### src/rtl/flash_audio_sequencer.sv
// Walks a flash sample region over Avalon-MM, splitting each 32-bit word into two
// signed 16-bit samples issued one per audio tick, with pause, direction and restart.
module flash_audio_sequencer #(
  parameter int                    ADDR_WIDTH = 23,
  parameter logic [ADDR_WIDTH-1:0] START_ADDR = 23'h000000,
  parameter logic [ADDR_WIDTH-1:0] END_ADDR   = 23'h07FFFF
) (
  input  logic                  inclk,
  input  logic                  reset_n,
  input  logic                  sample_tick,
  input  logic                  start_read_flash,
  input  logic                  direction,
  input  logic                  restart,
  output logic [ADDR_WIDTH-1:0] flash_mem_address,
  output logic                  flash_mem_read,
  output logic [3:0]            flash_mem_byteenable,
  input  logic                  flash_mem_waitrequest,
  input  logic [31:0]           flash_mem_readdata,
  input  logic                  flash_mem_readdatavalid,
  output logic [15:0]           audio_sample,
  output logic                  sample_valid,
  output logic                  flash_read_finished,
  output logic [2:0]            fsm_state
);

  // Avalon handshake: a read is issued by holding flash_mem_read with a stable
  // address until a cycle with waitrequest low; data returns later on readdatavalid.
  typedef enum logic [2:0] {
    S_WAIT_TICK    = 3'd0,
    S_READ         = 3'd1,
    S_WAIT_DATA    = 3'd2,
    S_EMIT         = 3'd3,
    S_RESTART      = 3'd4,
    S_RESTART_HOLD = 3'd5
  } state_t;

  state_t                state, state_n;
  logic [ADDR_WIDTH-1:0] addr_n;
  logic                  read_n, valid_n, fin_n;
  logic [15:0]           sample_n;
  logic                  half_pending, half_n;
  logic                  word_dir, wdir_n;
  logic [31:0]           word_q, word_n;
  logic                  restart_seen, rs_n;

  assign flash_mem_byteenable = 4'hF;
  assign fsm_state            = state;

  function automatic logic [ADDR_WIDTH-1:0] advance(input logic [ADDR_WIDTH-1:0] a,
                                                    input logic dir);
    if (!dir) advance = (a == END_ADDR)   ? START_ADDR : a + 1'b1;
    else      advance = (a == START_ADDR) ? END_ADDR   : a - 1'b1;
  endfunction

  always_comb begin
    state_n  = state;
    addr_n   = flash_mem_address;
    read_n   = 1'b0;
    sample_n = audio_sample;
    valid_n  = 1'b0;
    fin_n    = 1'b0;
    half_n   = half_pending;
    wdir_n   = word_dir;
    word_n   = word_q;
    rs_n     = restart_seen;
    case (state)
      S_WAIT_TICK: begin
        if (restart) begin
          state_n = S_RESTART;
        end else if (sample_tick && start_read_flash) begin
          if (half_pending) begin
            // Second half is the opposite half of the word; advance uses live direction.
            sample_n = word_dir ? word_q[15:0] : word_q[31:16];
            valid_n  = 1'b1;
            half_n   = 1'b0;
            addr_n   = advance(flash_mem_address, direction);
          end else begin
            wdir_n  = direction;
            read_n  = 1'b1;
            state_n = S_READ;
          end
        end
      end
      S_READ: begin
        rs_n = restart_seen | restart;
        if (flash_mem_waitrequest) read_n  = 1'b1;
        else                       state_n = S_WAIT_DATA;
      end
      S_WAIT_DATA: begin
        rs_n = restart_seen | restart;
        if (flash_mem_readdatavalid) begin
          if (rs_n) begin
            state_n = S_RESTART;
          end else begin
            word_n   = flash_mem_readdata;
            sample_n = word_dir ? flash_mem_readdata[31:16] : flash_mem_readdata[15:0];
            valid_n  = 1'b1;
            half_n   = 1'b1;
            state_n  = S_EMIT;
          end
        end
      end
      S_EMIT: state_n = S_WAIT_TICK;
      S_RESTART: begin
        addr_n  = direction ? END_ADDR : START_ADDR;
        half_n  = 1'b0;
        fin_n   = 1'b1;
        rs_n    = 1'b0;
        state_n = S_RESTART_HOLD;
      end
      S_RESTART_HOLD: if (!restart) state_n = S_WAIT_TICK;
      default: state_n = S_WAIT_TICK;
    endcase
  end

  always_ff @(posedge inclk) begin
    if (!reset_n) begin
      state               <= S_WAIT_TICK;
      flash_mem_address   <= START_ADDR;
      flash_mem_read      <= 1'b0;
      audio_sample        <= 16'h0000;
      sample_valid        <= 1'b0;
      flash_read_finished <= 1'b0;
      half_pending        <= 1'b0;
      word_dir            <= 1'b0;
      word_q              <= 32'h0;
      restart_seen        <= 1'b0;
    end else begin
      state               <= state_n;
      flash_mem_address   <= addr_n;
      flash_mem_read      <= read_n;
      audio_sample        <= sample_n;
      sample_valid        <= valid_n;
      flash_read_finished <= fin_n;
      half_pending        <= half_n;
      word_dir            <= wdir_n;
      word_q              <= word_n;
      restart_seen        <= rs_n;
    end
  end

endmodule

### config.mk
export PLATFORM = sky130hd
export DESIGN_NAME = flash_audio_sequencer
export DESIGN_NICKNAME = d
export VERILOG_FILES = /design/src/rtl/flash_audio_sequencer.sv
export SDC_FILE = /design/constraint.sdc
export NUM_CORES = 1
export LEC_CHECK = 0
export ABC_AREA = 1
export BUFFER_PORTS_ARGS = -buffer_cell sky130_fd_sc_hd__buf_2
export CAP_MARGIN = 15
export CORE_MARGIN = 5
export CORE_UTILIZATION = 60
export CTS_CLUSTER_SIZE = 20
export DETAILED_ROUTE_END_ITERATION = 8
export PLACE_DENSITY = 0.9
export SLEW_MARGIN = 0
export SYNTH_ARGS = -nofsm -noshare
export SYNTH_HDL_FRONTEND = slang
export SYNTH_SLANG_ARGS = --single-unit
### constraint.sdc
create_clock -name inclk -period 2.4 [get_ports inclk]
set_input_delay 0.36 -clock inclk [delete_from_list [all_inputs] [get_ports inclk]]
set_output_delay 0.36 -clock inclk [all_outputs]
set_load 0.05 [all_outputs]
Word level (Yosys, flattened, before mapping) --
Index checks and enable logic that the tools add are counted.
Cells by class: shift operators 0, reductions and logical operators 14, order comparisons 0, bitwise gates (word level) 4, multiply operators 0, divide/modulo/power cells 0, equality and inequality tests 14, add/subtract/negate cells 2, mux-type cells 42
Operator list (number):
- two-way mux 23 bit | 6
- two-way mux 16 bit | 7
- case mux 23 bit (2 select lines) | 1
- case mux 16 bit (2 select lines) | 1
- adder 23 x 1 -> 23 bit, second input constant | 1
- == test 23 x 19 -> 1 bit, second input constant | 1
- logical NOT 23 bit | 1
- subtractor 23 x 1 -> 23 bit, second input constant | 1
- two-way mux 3 bit | 7
- two-way mux 19 bit | 1
- case mux 3 bit (5 select lines) | 1
- two-way mux 1 bit | 14
- inequality test 2 bit, second input constant | 7
- AND reduction 5 bit | 2
- AND reduction 4 bit | 2
- == test 3 bit, second input constant | 2
- inequality test 3 bit, second input constant | 2
- case mux 1 bit (2 select lines) | 3
- AND reduction 6 bit | 1
- nonzero test 2 bit | 3
- == test 3 x 1 -> 1 bit, second input constant | 1
- == test 3 x 2 -> 1 bit, second input constant | 1
- logical NOT 3 bit | 1
- inverter 1 bit | 3
- other kinds (6) | 6
Storage, ports and cells: RAM bits 0, bits in latches 0, logic and storage cells 86, memory bits (read-only) 0, memories 0, register bits 80, bits of input ports 40, output and inout bits 49

Logic depth before layout (Yosys ltp) --
word-level depth 7, gate-level depth with buffers 13, gate-level depth less buffers 12

Least setup slack after synthesis --
OpenSTA, ideal clock, no wires.
path kind register to register, from register flash_mem_address[1], to register flash_mem_address[4], period minus slack after synthesis 2.029 ns, path slack 0.371 ns, setup time 0.109 ns, data required time 2.291 ns, arrival 1.921 ns, path buffers 0, stages on the path, launching flop included 13, cells stage by stage dfxtp_1 ha_1 nand3_1 nor2_4 nand2_4 nor2_2 nand3_2 nand3_4 inv_6 nand2_1 nand3_2 nand2_1 inv_1
On the way: word-level cells in the longest chain between the ends 7, elaborated cells on any way between the ends 11, those cells by class add/sub (2); eq/ne (1); mux (7); reduce/logical (1)
RTL lines:
- start, declared | line 14 | output logic [ADDR_WIDTH-1:0] flash_mem_address,
- start signal, assigned | line 130 | flash_mem_address <= addr_n;
- adder 23 x 1 -> 23 bit, or another cell as far along | line 51 | if (!dir) advance = (a == END_ADDR) ? START_ADDR : a + 1'b1;
- two-way mux 23 bit (on tied branches) | line 51, 52
- two-way mux 23 bit * | line 51
- two-way mux 23 bit * | line 71 | if (half_pending) begin
- two-way mux 23 bit * | line 70 | end else if (sample_tick && start_read_flash) begin
- two-way mux 23 bit * | line 68 | if (restart) begin
- case mux 23 bit (2 select lines) * | line 66 | case (state)
Mark *: on every way between the ends. The rest lies on a longest branch, timed or not. The select of a mux whose other input is x is not followed. A chain may end at the register's enable or synchronous reset.

Final worst setup path --
from register flash_mem_address[1], to register flash_mem_address[2]
The elaborated chain is that of the path after synthesis.

==> reports/qor.csv <==
metric,value,unit
grt_max_degree,49,
layout.nets,942,
total_leakage_power,2.660,nW
yosys-top-cells-count,"nand2_1 (211), o21ai_0 (103), nor2_1 (90)",
crit_fanout,10,
std_cell_rows,34,
utilization,67.49,%
status,"finished, final reports clean",
ys_types,37,
portBuffers,84,
hold_class,input pin to flop,
grt_util_all_layers,27.96,%
clock-sinks,80,
postSynthCellCount,842,
synth_top_cell_by_area,dfxtp_1,
maxCapViolations,0,
max_freq,504.7,MHz
num_vias,5606,
antenna_found_initial,0,
synthesis.area,5215,um^2
synth_warnings,0,
grt_pass1_wl,23810,um
start_util,60.69,%
clk_latency,0.37,ns
pwr_density_cell,1426,nW/um^2
first_pass_iters,5,
worst-setup-path-type,flop to flop,
n_antenna_cell,0,
die_area,10660,um^2
r2r_cells,12,
pin_count,89,
synth_seq_cells,80,
synth_most_common_cell,nand2_1,
vias_per_cell,5.540,
drc_errors,0,
antenna_left,0,
cts_max_level,3,
grt.overflow.total,0,
hold_path_depth,3,
final_area,5799,um^2
grt_pass1_vias,5127,
place.gp.congestion,1.021,
cp.arrival,2.25,ns
setup_violations,0,
synthTopCellsByArea,"dfxtp_1 (31%), nand2_1 (15%), o21ai_0 (9.9%), nor2_1 (6.5%), inv_1 (6.3%)",
clk_path_buf_depth,2,
synth_edf_count,0,
yosysTopAreaCellShare,30.71,%
hold_violations,0,
rsz0062_at_grt,false,
cts.clk_slew.worst_paths,0.10,ns
synthToLayoutAreaGrowth,11.20,%
drt_iter0_markers,376,
core_area,8593,um^2
yosysSeqAreaShare,30.71,%
ir_drop,0.5964,mV
cts_tree,yes,
postCtsHoldBufs,0,
wl,14340,um
avgSynthCellArea,6.194,um^2
post_cts_buffers,0,
drive_gt1_share,17.70,%
wl_per_cell,14.17,um
fp.dieH,103.2,um
synthArstFlopShare,0,%
tightest_slew,0.5865,ns
relSlewSlack,60.66,%
numCtsBuffers,9,
place_hpwl,10320,um
ys.flop_type,dfxtp_1,
min_period,1.981,ns
maxSlewViolCount,0,
endpoint_kind,flop,
finalClockSkew,0.01756,ns
die_x,103.2,um
cts_resized,0,
fin_tns_setup,0,ns
min_period_over_period,82.56,%
start_kind,flop,
root_buffer,clkbuf_8,
cp.required,2.67,ns
postPlaceCellArea,5564,um^2
-- critical path: stages (launching register included) --
cell and delay (ns):
dfxtp_1 0.45, ha_1 0.29, nand3_1 0.14, nor2_4 0.21
nand2_4 0.09, nor2_2 0.12, nand3_2 0.09, nand3_4 0.17
inv_6 0.06, nand2_1 0.06, nand3_1 0.08, nand2_1 0.08
inv_1 0.03
-- placed cells by master, fill, tap and decap left out, types with 2 or more instances in the layout --
cell	netlist	layout
nor2_4	5	5
nand4_1	13	13
dfxtp_1	80	79
nand2_2	10	10
clkinv_1	3	3
nor2_2	16	16
conb_1	1	4
buf_4	9	10
nor3_2	2	2
xor2_1	17	17
nand3_1	47	47
inv_6	1	4
inv_1	88	88
a21oi_1	58	58
ha_1	3	3
a31oi_1	16	16
clkbuf_8	0	9
nor2_1	90	90
buf_2	12	84
inv_2	7	7
bufinv_16	0	2
o21ai_1	2	2
nor3_1	6	6
nand3_2	3	3
nand2_1	211	211
o21ai_0	103	103
-- path summary, 6_finish.rpt --
| check | slack (ns) | end | start |
|---|---|---|---|
| worst max-delay path | 0.42 | flash_mem_address[2] | flash_mem_address[1] |
| worst min-delay path | 0.24 | word_q[10] | flash_mem_readdata[10] |
| worst max register to register | 0.42 | flash_mem_address[2] | flash_mem_address[1] |
| worst min register to register | 0.45 | word_q[31] | word_q[31] |
-- layout make-up --
class | count | area, um^2
Sequential cell | 80 | 1603
Tap cell | 108 | 135.1
Inverter | 99 | 376.6
Fill cell | 764 | 2794
Clock buffer | 9 | 123.9
Multi-Input combinational cell | 615 | 2954
Timing Repair Buffer | 94 | 495.5
Clock inverter | 7 | 111.4
-- routing by layer --
metal	routed length (um)	vias up	track usage, %	share of wire, %
li1	-	2810	-	-
met1	5935	2486	36.81	41
met2	6622	260	44.40	46
met3	1204	50	4.561	8.4
met4	580	0	14.04	4.0
met5	0	-	0	0
-- stage by stage --
stage / hold slack, ns / instances / setup WS (ns) / total power, mW
finish: 0.2360 / 1012 / 0.4187 / 8.272
global route: 0.2355 / 1012 / 0.2779 / 8.895
CTS: 0.2326 / 1012 / 0.4432 / 8.207
detailed placement: 0.4411 / 996 / 0.4554 / 7.002
global placement: 0.4336 / 996 / 0.4818 / 6.959
floorplan: 0.4244 / 845 / 0.3707 / 5.974
-- report_power, final --
part           internal [mW]  switching, mW
registers               1.61          0.468
logic                   1.44           3.55
clock network          0.608          0.591
-- cells by family after synthesis --
logic type / Yosys count / share of synthesized area (%)
xor gates and xnor gates: 17 / 2.855
AOI/OAI and AO/OA: 183 / 18.19
other: 1 / 0.07191
DFF: 80 / 30.71
adders and majority gates: 3 / 0.7198
and+or+nand+nor: 408 / 34.60
buffers and inverters: 150 / 12.86
-- flip-flops by register name, summed over array words and instances (netlist names), 3 cells and up --
register,count
fsm_state,3
audio_sample,16
word_q,32
flash_mem_address,23
(Power assumes the default switching activity.)
